[src/rtl/pulse_symbol_sequencer_pkg.sv]
// pulse_tx_pkg: shared state encoding, symbol layout and default widths for the pulse symbol sequencer
package pulse_tx_pkg;
  localparam int DEF_SYMBOL_COUNT = 8;
  localparam int DEF_TIMER_WIDTH = 8;
  localparam int DEF_PRESCALER_WIDTH = 16;
  typedef enum logic [1:0] {IDLE = 2'd0, LOAD = 2'd1, RUN = 2'd2} state_e;
  typedef struct packed {
    logic level;
    logic [DEF_TIMER_WIDTH-1:0] duration;
  } symbol_t;
endpackage

[src/rtl/pulse_symbol_sequencer_if.sv]
// pulse_symbol_sequencer_if: write and fetch ports of the symbol table
interface pulse_symbol_sequencer_if
  import pulse_tx_pkg::*;
#(
  parameter int AW = $clog2(DEF_SYMBOL_COUNT),
  parameter int DW = DEF_TIMER_WIDTH + 1
) ();
  logic wr_en;
  logic [AW-1:0] wr_addr;
  logic [DW-1:0] wr_data;
  logic [AW-1:0] rd_addr;
  logic [DW-1:0] rd_data;
  modport master (output wr_en, wr_addr, wr_data, rd_addr, input rd_data);
  modport slave (input wr_en, wr_addr, wr_data, rd_addr, output rd_data);
endinterface

[src/rtl/pulse_symbol_sequencer_mem.sv]
// symbol_mem: register file of {level, duration} slots, one write port and a combinational fetch port
module symbol_mem
  import pulse_tx_pkg::*;
#(
  parameter int SYMBOL_COUNT = DEF_SYMBOL_COUNT,
  parameter int TIMER_WIDTH = DEF_TIMER_WIDTH
) (
  input logic clk,
  input logic sys_rst_n,
  pulse_symbol_sequencer_if.slave mem
);
  logic [TIMER_WIDTH:0] slot [SYMBOL_COUNT];
  always_ff @(posedge clk or negedge sys_rst_n)
    if (!sys_rst_n) for (int i = 0; i < SYMBOL_COUNT; i++) slot[i] <= '0;
    else if (mem.wr_en) slot[mem.wr_addr] <= mem.wr_data;
  assign mem.rd_data = slot[mem.rd_addr];
endmodule

[src/rtl/pulse_symbol_sequencer.sv]
// pulse_symbol_sequencer: plays a table of {level, duration} symbols through an external countdown timer
module pulse_symbol_sequencer
  import pulse_tx_pkg::*;
#(
  parameter int SYMBOL_COUNT = DEF_SYMBOL_COUNT,
  parameter int TIMER_WIDTH = DEF_TIMER_WIDTH,
  parameter int PRESCALER_WIDTH = DEF_PRESCALER_WIDTH
) (
  input  logic clk,
  input  logic sys_rst_n,
  input  logic start,
  input  logic stop,
  input  logic wr_en,
  input  logic [$clog2(SYMBOL_COUNT)-1:0] wr_addr,
  input  logic [TIMER_WIDTH:0] wr_data,
  input  logic [$clog2(PRESCALER_WIDTH)-1:0] prescaler_cfg,
  input  logic [$clog2(SYMBOL_COUNT):0] symbol_count_cfg,
  input  logic [7:0] loop_count_cfg,
  input  logic idle_level,
  input  logic request_data,
  input  logic pulse_out,
  output logic timer_en,
  output logic [$clog2(PRESCALER_WIDTH)-1:0] prescaler,
  output logic [TIMER_WIDTH-1:0] duration,
  output logic pin_out,
  output logic busy,
  output logic done
);
  localparam int AW = $clog2(SYMBOL_COUNT);
  localparam logic [AW:0] NSYM = (AW + 1)'(SYMBOL_COUNT);
  state_e state;
  logic [AW-1:0] index, nidx;
  logic [AW:0] cnt, cnt_cfg;
  logic [7:0] loops_left;
  logic infinite, last_pending, next_level, wrap, is_last;
  pulse_symbol_sequencer_if #(.AW(AW), .DW(TIMER_WIDTH + 1)) mem ();
  assign mem.wr_en = wr_en;
  assign mem.wr_addr = wr_addr;
  assign mem.wr_data = wr_data;
  assign mem.rd_addr = state == RUN ? nidx : '0;
  symbol_mem #(.SYMBOL_COUNT(SYMBOL_COUNT), .TIMER_WIDTH(TIMER_WIDTH)) u_mem (
    .clk(clk), .sys_rst_n(sys_rst_n), .mem(mem)
  );
  assign cnt_cfg = (symbol_count_cfg == '0 || symbol_count_cfg > NSYM) ? NSYM : symbol_count_cfg;
  assign wrap = {1'b0, index} == cnt - 1'b1;
  assign nidx = wrap ? '0 : index + 1'b1;
  assign is_last = wrap && !infinite && loops_left == 8'd1;
  assign busy = state != IDLE;
  // slot 0 is latched on start so LOAD already presents it to the timer
  always_ff @(posedge clk or negedge sys_rst_n)
    if (!sys_rst_n) begin
      state <= IDLE;
      timer_en <= 1'b0;
      done <= 1'b0;
      pin_out <= 1'b0;
      duration <= '0;
      prescaler <= '0;
      index <= '0;
      cnt <= '0;
      loops_left <= '0;
      infinite <= 1'b0;
      last_pending <= 1'b0;
      next_level <= 1'b0;
    end else begin
      done <= 1'b0;
      if (state == IDLE) begin
        pin_out <= idle_level;
        if (start) begin
          state <= LOAD;
          duration <= mem.rd_data[TIMER_WIDTH-1:0];
          next_level <= mem.rd_data[TIMER_WIDTH];
          prescaler <= prescaler_cfg;
          cnt <= cnt_cfg;
          loops_left <= loop_count_cfg;
          infinite <= loop_count_cfg == 8'd0;
          index <= '0;
          last_pending <= 1'b0;
        end
      end else if (stop) begin
        state <= IDLE;
        timer_en <= 1'b0;
        pin_out <= idle_level;
        last_pending <= 1'b0;
      end else if (state == LOAD) begin
        state <= RUN;
        timer_en <= 1'b1;
        pin_out <= next_level;
      end else begin
        if (pulse_out && last_pending) begin
          state <= IDLE;
          timer_en <= 1'b0;
          pin_out <= idle_level;
          done <= 1'b1;
          last_pending <= 1'b0;
        end else if (pulse_out) pin_out <= next_level;
        if (request_data && !last_pending) begin
          duration <= mem.rd_data[TIMER_WIDTH-1:0];
          next_level <= mem.rd_data[TIMER_WIDTH];
          index <= nidx;
          if (wrap && !infinite) loops_left <= loops_left - 8'd1;
          if (is_last) last_pending <= 1'b1;
        end
      end
    end
endmodule

[config.mk]
export PLATFORM = sky130hd
export DESIGN_NAME = pulse_symbol_sequencer
export DESIGN_NICKNAME = d
export VERILOG_FILES = /design/src/rtl/pulse_symbol_sequencer_pkg.sv /design/src/rtl/pulse_symbol_sequencer_if.sv /design/src/rtl/pulse_symbol_sequencer_mem.sv /design/src/rtl/pulse_symbol_sequencer.sv
export SDC_FILE = /design/constraint.sdc
export NUM_CORES = 1
export LEC_CHECK = 0
export ABC_AREA = 1
export CAP_MARGIN = 20
export CORE_AREA = 3 3 97 99
export DETAILED_ROUTE_END_ITERATION = 10
export DIE_AREA = 0 0 100 102
export DONT_BUFFER_PORTS = 1
export HOLD_SLACK_MARGIN = 0.1
export PLACE_DENSITY = 0.83
export SKIP_CTS_REPAIR_TIMING = 1
export SLEW_MARGIN = 5
export SYNTH_ARGS = -nofsm -noshare
export SYNTH_HDL_FRONTEND = slang
export SYNTH_SLANG_ARGS = --single-unit
[constraint.sdc]
create_clock -name clk -period 2.3 [get_ports clk]
set_input_delay 0.46 -clock clk [delete_from_list [all_inputs] [get_ports clk]]
set_output_delay 0.46 -clock clk [all_outputs]
set_load 0.05 [all_outputs]
==> Yosys cells after proc, flatten, opt, wreduce, memory -nomap -nowiden <==
Index checks and enable logic that the tools add are counted.
{ "word_totals": {"reg_bits": 107, "in_bits": 36, "word_cells": 115} }
{ "op_classes": {"bitwise_logic": 3, "eq_ne": 8, "addsub": 3, "mux": 54, "order_cmp": 4, "reduce_logical": 23} }
{ "op_table": {"columns": ["operator", "count"], "rows": [
  ["$mux W8", 11],
  ["$bwmux W72", 1],
  ["$bmux W9 S3", 1],
  ["$demux W9 S3", 1],
  ["$mux W9", 3],
  ["$mux W1", 24],
  ["$mux W3", 7],
  ["$mux W2", 5],
  ["$eq A8 B1 Y1 const B", 1],
  ["$ge A4 B4 Y1 const B", 2],
  ["$logic_not A8 Y1", 1],
  ["$not A3 Y4", 2],
  ["$reduce_and A2 Y1", 4],
  ["$sub A8 B1 Y8 const B", 1],
  ["$reduce_bool A2 Y1", 3],
  ["$logic_and A1 B1 Y1", 5],
  ["$reduce_and A5 Y1", 1],
  ["$reduce_bool A5 Y1", 1],
  ["$eq A3 B4 Y1", 1],
  ["$gt A4 B4 Y1 const B", 1],
  ["$logic_not A4 Y1", 1],
  ["$lt A4 B1 Y1 const B", 1],
  ["$mux W4", 1],
  ["$ne A2 B2 Y1 const B", 2],
  ["13 further kinds", 14]
]} }

==> Logic depth before layout (Yosys ltp) <==
Gate-level depths: netlist of run 1.
{ "logic_depth": {"word_depth": 12, "depth_mapped": 15, "ltp_nobuf": 14} }

==> Cells and area by module <==
A second synthesis of run 1 with hierarchy kept.
{ "hier_totals": {"cells_unflattened": 748, "area_unflattened_um2": 5581.6} }
{ "modules_own_cells": {"columns": ["mod", "cells_per_inst", "area_per_inst_um2", "instances", "seq_area_each_um2"], "rows": [
  ["symbol_mem", 489, 3611.0, 1, 1801.7],
  ["pulse_symbol_sequencer", 259, 1970.6, 1, 875.8]
]} }

==> Least setup slack after synthesis of run 1 <==
Ideal clock, no wire load.
{ "synth_path": {"path_kind": "register to register", "start": "register cnt[0]", "end": "register duration[6]", "period_less_slack_ps": 1841, "path_buffers": 1, "path_stages_with_launch": 13, "t_arrival_ps": 1723, "setup_slack_ps": 459, "cell_sequence": "dfrtp_1 inv_1 ha_1 xnor2_1 nor2_2 nand3_4 nand3_2 buf_2 nand2_1 nand3_1 nand3_1 nand3_1 nand2_1"} }
{ "synth_via": {"elab_chain_len": 12} }
{ "synth_rtl": {"columns": ["element", "line", "text"], "rows": [
  ["from (decl)", "pulse_symbol_sequencer.sv:33", "logic [AW:0] cnt, cnt_cfg;"],
  ["from (signal assigned)", "pulse_symbol_sequencer.sv:73", "cnt <= cnt_cfg;"],
  ["$sub A4 B1 Y4 *", "pulse_symbol_sequencer.sv:45", "assign wrap = {1'b0, index} == cnt - 1'b1;"],
  ["$eq A3 B4 Y1 *", "pulse_symbol_sequencer.sv:45", null],
  ["$mux W3 *", "pulse_symbol_sequencer.sv:46", "assign nidx = wrap ? '0 : index + 1'b1;"],
  ["$mux W3 *", "pulse_symbol_sequencer.sv:40", "assign mem.rd_addr = state == RUN ? nidx : '0;"],
  ["$not A3 Y4 (not written as such) *", "pulse_symbol_sequencer_mem.sv:16", "assign mem.rd_data = slot[mem.rd_addr];"],
  ["$bmux W9 S3 *", "pulse_symbol_sequencer_mem.sv:16", null],
  ["$mux W9 (not written as such) * (2 in a row)", "pulse_symbol_sequencer_mem.sv:16", null],
  ["$mux W8", "pulse_symbol_sequencer.sv:96", "if (request_data && !last_pending) begin"],
  ["$mux W8", "pulse_symbol_sequencer.sv:84", "end else if (state == LOAD) begin"],
  ["$mux W8", "pulse_symbol_sequencer.sv:79", "end else if (stop) begin"],
  ["$mux W8 *", "pulse_symbol_sequencer.sv:66", "if (state == IDLE) begin"],
  ["to (signal assigned)", "pulse_symbol_sequencer.sv:70", "duration <= mem.rd_data[TIMER_WIDTH-1:0];"],
  ["to (signal assigned)", "pulse_symbol_sequencer.sv:97", "duration <= mem.rd_data[TIMER_WIDTH-1:0];"],
  ["to (decl)", "pulse_symbol_sequencer.sv:24", "output logic [TIMER_WIDTH-1:0] duration,"]
]} }
Mark *: on every way between the ends. The rest lies on a longest branch, timed or not. The select of a mux whose other input is x is not followed.
A chain may end at the register's enable or synchronous reset.

==> Worst setup path in the final report of run 1 <==
Ends and elaborated chain as after synthesis.

==> flow_summary_export.csv, run 1 <==
group,metric,value,unit
run_status,status,"complete, but fails checks",
run_status,violated_checks,"hold timing",
setup_path,delay_of_the_slowest_critical_path_stage,0.41,ns
place,place.gp.congestion,0.907,
route,drt_wl_total,12900,microns
sta,max_clock_freq,0.473,GHz
logic_synthesis,sequential_share_of_the_synthesized_area,0.492,
route,via_count,4568,
power_and_ir_drop,fraction_of_power_spent_switching_nets,0.437,
setup_path,cp_max_delay_cell,"dfrtp_1",
floorplanning,die_y,102,microns
place,placement_stage_worst_setup_slack,0.121,ns
logic_synthesis,yosys-top-cells-area,"dfrtp_1, nand2_1, o21ai_0, inv_1, nand3_1",
logic_synthesis,synth.lib_cells_used.distinct,34,
sta,finalCritPeriodShare,0.919,
setup_path,crit_path_start_kind,"flip-flop",
power_and_ir_drop,leakage,2.88,nW
sta,worst_slack_on_hold_paths,-0.234,ns
finish,antenna_cells_inserted,0,
sta,rsz_0062_raised_after_global_routing,"no",
sta,report.final.hold_viol_count,107,
finish,finalNetCount,730,
clock_network,cts.sinks,107,
logic_synthesis,synth_top_area_share,0.492,
sta,timing.final.max_slew_violations,0,
clock_network,cts-root-buf,"clkbuf_8",
power_and_ir_drop,sequentialPowerShare,0.460,
sta,final_setup_skew,0.0123,ns
sta,tightest_slew,0.661,ns
logic_synthesis,synthesis.instances,697,
logic_synthesis,synth_ff_type,"dfrtp_1",
setup_path,cp-end-kind,"flip-flop",
sta,setup_viol_count_final,0,
finish,final_cell_area,5750,sq um
route,drc,0,
floorplanning,floorplan.io_pins,52,
logic_synthesis,syn_area,5450,sq um
power_and_ir_drop,internal-power,0.00373,W
global_routing,globalRoute.totalOverflow,0,
place,io_buffers,0,
route,final_antenna_net_count,0,
setup_path,path_cells,"inv_1 > ha_1 > inv_1 > nand2_1 > nand2_1 > nand2_1 > nand2_2 > nand3_4 > nand2_1 > nor2_4 > buf_4 > nand3_1 > nand3_1 > nand2_1",
place,dpl_cell_area,5500,sq um
setup_path,critical_path_required,2.56,ns
clock_network,clkSlewWorstSetupHoldPaths,0.11,ns
logic_synthesis,syn-mean-instance-area,7.82,sq um
sta,setup_tns,0,ns
global_routing,grt_pass1_vias,4565,
sta,slew_headroom,0.558,
sta,final.setup.worst_slack,0.187,ns
clock_network,ctsHtreeMaxLevel,3,
clock_network,cts_tree,"done",
floorplanning,placement_rows,34,
power_and_ir_drop,p_per_area,1150,nW/um^2
power_and_ir_drop,share_comb_of_total_power,0.361,
job,max-cap-violations,0,
route,average_vias_per_placed_instance,5.69,
floorplanning,fp.dieArea,10200,sq um
hold_path,worstHoldPathType,"input pin to asynchronous set/reset pin",
global_routing,gr-usage-all-layers,0.271,
power_and_ir_drop,net-switching-power,0.00290,W
global_routing,grt_first_pass_wirelength,21900,microns
logic_synthesis,synth_edf_count,0,
power_and_ir_drop,ir_drop,0.598,mV
clock_network,worst_skew_pair.late_latency,0.37,ns
setup_path,worst-setup-path-type,"flip-flop to flip-flop",
sta,layout_min_cycle_time,2.11,ns
route,firstDrtPassIters,4,
logic_synthesis,post-synth-top-area-cell,"dfrtp_1",
route,wire_per_inst,16.1,microns
finish,layout-area-overhead-vs-synth,5.49,%
logic_synthesis,asyncSetResetFlopFracSynth,1.00,
setup_path,timing.critical_path.mode_cell,"nand2_1",
logic_synthesis,yosysWarningCount,0,
global_routing,antenna_found_initial,0,
place,dpl.hpwl,8780,microns
floorplanning,placeableCoreArea,8640,sq um
finish,drive_gt1_frac,0.0662,
setup_path,worst_ep_arrival_time,2.37,ns
global_routing,maximum_number_of_pins_on_one_net_before_global_route_repair,108,
logic_synthesis,postSynthNetCount,737,
floorplanning,fp.dieW,100,microns
floorplanning,start_util,0.631,
logic_synthesis,number_of_register_bits_inferred_by_synthesis,107,
route,drt-initial-drc-count,365,
power_and_ir_drop,clock_power_share,0.179,
setup_path,crit_path_max_fanout,8,
clock_network,numCtsBuffers,9,
clock_network,cts.path.max_buffers,2,
[registers in the layout, summed over array words and instances, names as in the netlist]
register	count
timer_en	1
u_mem.slot	72
state	2
last_pending	1
cnt	4
prescaler	4
done	1
loops_left	8
pin_out	1
infinite	1
index	3
duration	8
next_level	1
[cell usage after synthesis, drive strengths merged (2+ instances only)]
library cell,number
or2,2
nand2,179
a31oi,5
inv,119
nor2,27
buf,14
ha,4
clkbuf,15
o22ai,2
xnor2,2
nor3,3
a21oi,3
o21ai,91
nand4,39
xor2,3
nand3,76
dfrtp,107
[per-layer routing]
metal / share of wire / track usage / routed length, microns / up-vias
met5: 0 / 0 / 0 / -
met4: 0.019 / 0.101 / 241 / 0
met3: 0.063 / 0.0580 / 814 / 18
met2: 0.49 / 0.459 / 6360 / 130
met1: 0.42 / 0.345 / 5470 / 2201
li1: - / - / - / 2219
[power groups by stage]
| stage | Combinational (W) | Clock (W) | Sequential, W |
|---|---|---|---|
| after floorplan | 0.00193 | 0 | 0.00297 |
| after CTS | 0.00237 | 0.00120 | 0.00304 |
| after global routing | 0.00274 | 0.00128 | 0.00311 |
| after detailed placement | 0.00235 | 0 | 0.00308 |
| after global placement | 0.00228 | 0 | 0.00306 |
| final | 0.00240 | 0.00118 | 0.00305 |
[cell families (layout without fill, tap and decap cells)]
group / count (synthesis) / count (layout) / synth area share
fa+ha+maj: 4 / 4 / 0.00919
simple gates: 328 / 328 / 0.278
xor+xnor: 5 / 5 / 0.00804
buf+inv: 148 / 146 / 0.113
compound gates: 105 / 105 / 0.100
flops: 107 / 107 / 0.492
[layout by cell type (no fill, tap or decap), drive strengths merged]
cell type	count
bufinv	1
clkinv	3
xor2	3
or2	2
inv	119
nand2	179
a21oi	3
a22o	1
a22oi	1
dfrtp	107
a31oi	5
o21ai	91
clkbuf	12
nand4	39
o41ai	1
nand3b	1
buf	11
xnor2	2
o211ai	1
nor3	3
o22ai	2
ha	4
nor4	1
nor2	27
nand3	76
[metrics by stage]
step	instances	power [W]	hold WS, ns	utilization
after floorplan	697	0.00491	0.164	-
after global placement	785	0.00535	0.167	0.636
after detailed placement	785	0.00543	0.167	0.636
after CTS	801	0.00662	-0.242	0.660
after global routing	803	0.00713	-0.249	0.665
final	803	0.00663	-0.234	0.665
[critical path, delay by kind of cell (launching register included)]
| kind | cells | cell delay [ns] |
|---|---|---|
| DFF | 1 | 0.41 |
| adders and majority gates | 1 | 0.19 |
| and+or+nand+nor | 10 | 1.07 |
| buffers and inverters | 3 | 0.33 |
[path summary, 6_finish.rpt]
check	startpoint	endpoint	slack [ns]	cells after the start
setup / recovery	cnt[0]	duration[6]	0.19	14
hold / removal	sys_rst_n	cnt[1]	-0.23	0
setup reg to reg	cnt[0]	duration[6]	0.19	14
hold reg to reg	u_mem.slot[68]	u_mem.slot[68]	0.49	2
max in group asynchronous	sys_rst_n	u_mem.slot[36]	2.39	0
min in group clk	loop_count_cfg[4]	infinite	0.18	1
[layout make-up]
type / count / area (sq um)
clock buffers: 12 / 155
clock inverters: 4 / 48.8
fillers: 750 / 2890
inverters: 119 / 447
multi-input cells: 442 / 2160
flip-flops and latches: 107 / 2680
well taps: 108 / 135
repair buffers: 11 / 119
(Power assumes the default switching activity.)
==> inputs of run 2 (changes only) <==
--- a/config.mk
+++ b/config.mk
@@ -7,9 +7,9 @@
 export LEC_CHECK = 0
 export ABC_AREA = 1
 export CAP_MARGIN = 20
-export CORE_AREA = 3 3 97 99
+export CORE_AREA = 3 3 98 100
 export DETAILED_ROUTE_END_ITERATION = 10
-export DIE_AREA = 0 0 100 102
+export DIE_AREA = 0 0 101 103
 export DONT_BUFFER_PORTS = 1
 export HOLD_SLACK_MARGIN = 0.1
 export PLACE_DENSITY = 0.83
@@ -17,4 +17,5 @@
 export SLEW_MARGIN = 5
 export SYNTH_ARGS = -nofsm -noshare
 export SYNTH_HDL_FRONTEND = slang
+export SYNTH_HIERARCHICAL = 1
 export SYNTH_SLANG_ARGS = --single-unit
==> run 2 against run 1 <==
Compared with the run above: the flow still finishes with violations (hold timing); register-to-register slack worse by 0.099 ns; total power down 5.1%; core utilization grew 0.63 points; via count up 4.4%; maximum frequency is 4.5% lower; sequential share of layout area decreased by 1.1 points; synthesized cell count grew 7.3%; non-clock buffer count is 3 lower; cell count is 6.6% higher; flip-flop and latch count did not move.
==> flow_summary_export.csv, run 2 <==
group,metric,value,unit
setup_path,ff2ff_path_depth,19,
clock_network,cts_tree,"done",
finish,final.fill_count,704,
logic_synthesis,yosys-top-cells-area,"dfrtp_1, nand2_1, inv_1, nand3_1, o21ai_0",
clock_network,numCtsBuffers,9,
floorplanning,placement_rows,34,
sta,final.setup.worst_slack,0.0880,ns
sta,timing.final.max_slew_violations,0,
place,placed_cells,838,
power_and_ir_drop,p_per_area,1070,nW/um^2
logic_synthesis,synth_top_area_share,0.480,
finish,drive_gt1_frac,0.0949,
finish,mostFrequentLayoutCell,"nand2_1",
logic_synthesis,post_synth_and_or_nand_nor_area_fraction,0.310,
global_routing,antenna_found_initial,0,
finish,layout-area-overhead-vs-synth,5.47,%
global_routing,maximum_number_of_pins_on_one_net_before_global_route_repair,108,
global_routing,grt_pass1_vias,4596,
finish,final_cell_area,5890,sq um
place,place.gp.congestion,0.903,
sta,worst_slack_on_hold_paths,-0.231,ns
clock_network,cts.path.max_buffers,2,
finish,finalNetCount,783,
setup_path,worst-setup-path-type,"flip-flop to flip-flop",
route,drc,0,
floorplanning,fp.dieW,101,microns
sta,max_clock_freq,0.452,GHz
clock_network,cts.sinks,107,
run_status,status,"complete, but fails checks",
route,final_antenna_net_count,0,
sta,layout_min_cycle_time,2.21,ns
logic_synthesis,synth_xor_area_frac,0.00157,
logic_synthesis,syn-mean-instance-area,7.46,sq um
route,firstDrtPassIters,7,
hold_path,worstHoldPathType,"input pin to asynchronous set/reset pin",
job,max-cap-violations,0,
route,wire_per_inst,15.6,microns
sta,setup_viol_count_final,0,
logic_synthesis,synth_edf_count,0,
place,dpl.hpwl,8960,microns
logic_synthesis,synth-compound-area-share,0.0906,
finish,layout.cells.most_common_list,"nand2_1, dfrtp_1, inv_1",
finish,largest_register_ff_count,72,
power_and_ir_drop,ir_drop,0.502,mV
sta,finalCritPeriodShare,0.962,
logic_synthesis,synth_ff_type,"dfrtp_1",
logic_synthesis,sequential_share_of_the_synthesized_area,0.480,
global_routing,grt_first_pass_wirelength,21800,microns
logic_synthesis,number_of_register_bits_inferred_by_synthesis,107,
route,drt_wl_total,13300,microns
setup_path,critical_path_required,2.61,ns
logic_synthesis,post-synth-top-area-cell,"dfrtp_1",
logic_synthesis,synthesis.instances,748,
clock_network,cts-root-buf,"clkbuf_8",
sta,final_setup_skew,0.0147,ns
logic_synthesis,asyncSetResetFlopFracSynth,1.00,
route,average_vias_per_placed_instance,5.57,
logic_synthesis,yosysMostFrequentCell,"nand2_1",
logic_synthesis,yosysWarningCount,6,
setup_path,crit_path_start_kind,"flip-flop",
logic_synthesis,synth_fa_ha_area_frac,0.00897,
finish,final-instance-count-excl-fill,856,
finish,reg_top3,"u_mem/slot (72), duration (8), loops_left (8)",
floorplanning,start_util,0.637,
logic_synthesis,postSynthNetCount,788,
sta,slew_headroom,0.550,
global_routing,globalRoute.totalOverflow,0,
power_and_ir_drop,report.power.total,0.00630,W
place,placement_stage_worst_setup_slack,0.0708,ns
route,via_count,4770,
global_routing,gr-usage-all-layers,0.264,
floorplanning,placeableCoreArea,8760,sq um
route,drt-initial-drc-count,311,
finish,largest_register,"u_mem/slot",
logic_synthesis,synth.top_cells.by_count,"nand2_1, dfrtp_1, inv_1, nand3_1, o21ai_0",
sta,report.final.hold_viol_count,107,
logic_synthesis,syn_area,5580,sq um
clock_network,ctsHtreeMaxLevel,3,
place,io_buffers,0,
sta,tightest_slew,0.672,ns
floorplanning,fp.dieArea,10400,sq um
setup_path,worst_ep_arrival_time,2.52,ns
power_and_ir_drop,leakage,3.16,nW
floorplanning,die_y,103,microns
place,dpl_cell_area,5620,sq um
logic_synthesis,synth.lib_cells_used.distinct,35,
clock_network,worst_skew_pair.late_latency,0.37,ns
setup_path,crit_path_max_fanout,18,
run_status,violated_checks,"hold timing",
logic_synthesis,post_synth_mux_area_share,0,
logic_synthesis,synth_top_family_by_area,"simple AND/OR/NAND/NOR gates",
setup_path,cp-end-kind,"flip-flop",
clock_network,clkSlewWorstSetupHoldPaths,0.11,ns
floorplanning,floorplan.io_pins,52,
finish,antenna_cells_inserted,0,
[run 2: cell count changes after synthesis, moves of 4 or more]
| cell | previous run | this run |
|---|---|---|
| buf_2 | 6 | 14 |
| nand2_2 | 4 | 10 |
| inv_1 | 116 | 104 |
| o21ai_0 | 91 | 47 |
| a31oi_1 | 5 | 1 |
| inv_2 | 3 | 9 |
| clkbuf_1 | 15 | 2 |
| nor2_1 | 24 | 18 |
| nand3_1 | 73 | 68 |
| nand2_1 | 174 | 281 |
| nand4_1 | 39 | 3 |
| o21ai_1 | 0 | 39 |
[run 2: power by group]
part	switching, W	internal, W
clock network	0.000656	0.000510
logic	0.00136	0.000741
registers	0.000706	0.00232
total	0.00273	0.00357
[run 2: final timing paths]
kind | start | slack [ns] | to
setup / recovery | cnt[0] | 0.09 | duration[2]
hold / removal | sys_rst_n | -0.23 | u_mem/slot[23]
setup reg to reg | cnt[0] | 0.09 | duration[2]
hold reg to reg | u_mem/slot[12] | 0.50 | u_mem/slot[12]
max in group asynchronous | sys_rst_n | 2.33 | prescaler[3]
min in group clk | prescaler_cfg[0] | 0.20 | prescaler[0]
[run 2: critical path: stages (launching register included)]
cell and delay (ns):
dfrtp_1 0.41, inv_2 0.06, ha_2 0.18, inv_1 0.08
nand2_1 0.10, nand2_1 0.08, nand2_1 0.07, nand2_1 0.07
nand3_2 0.11, nand2_4 0.07, nor2_4 0.17, inv_2 0.09
clkbuf_16 0.19, nand2_1 0.08, nand3_1 0.06, nand2_1 0.09
nand2_1 0.06, nand2_1 0.06, nand2_1 0.05, nand2_1 0.06
[run 2: cell type report]
cell class / instances / area, sq um / share of cell area
repair buffers: 8 / 101 / 0.0172
flip-flops and latches: 107 / 2680 / 0.455
clock inverters: 7 / 73.8 / 0.0125
inverters: 117 / 452 / 0.0767
well taps: 108 / 135 / 0.0230
multi-input cells: 500 / 2320 / 0.395
clock buffers: 9 / 124 / 0.0210
[run 2: metrics by stage]
step,TNS (ns),util
floorplan,0,-
finish,0,0.672
global route,-0.616,0.672
detailed placement,0,0.641
global placement,0,0.641
CTS,0,0.663
[run 2: routing by layer]
metal | vias to the layer above | track usage | part of all wire
li1 | 2300 | - | -
met1 | 2259 | 0.339 | 0.42
met2 | 187 | 0.454 | 0.49
met3 | 24 | 0.0460 | 0.071
met4 | 0 | 0.0890 | 0.021
met5 | - | 0 | 0
[run 2: logic make-up (layout without fill, tap and decap cells)]
family / after synthesis / in the layout
buffers and inverters: 141 / 141
flip-flops: 107 / 107
XOR/XNOR: 1 / 1
AND/OR/NAND/NOR: 400 / 400
adder cells (fa/ha/maj): 4 / 4
AO/OA/AOI/OAI: 95 / 95
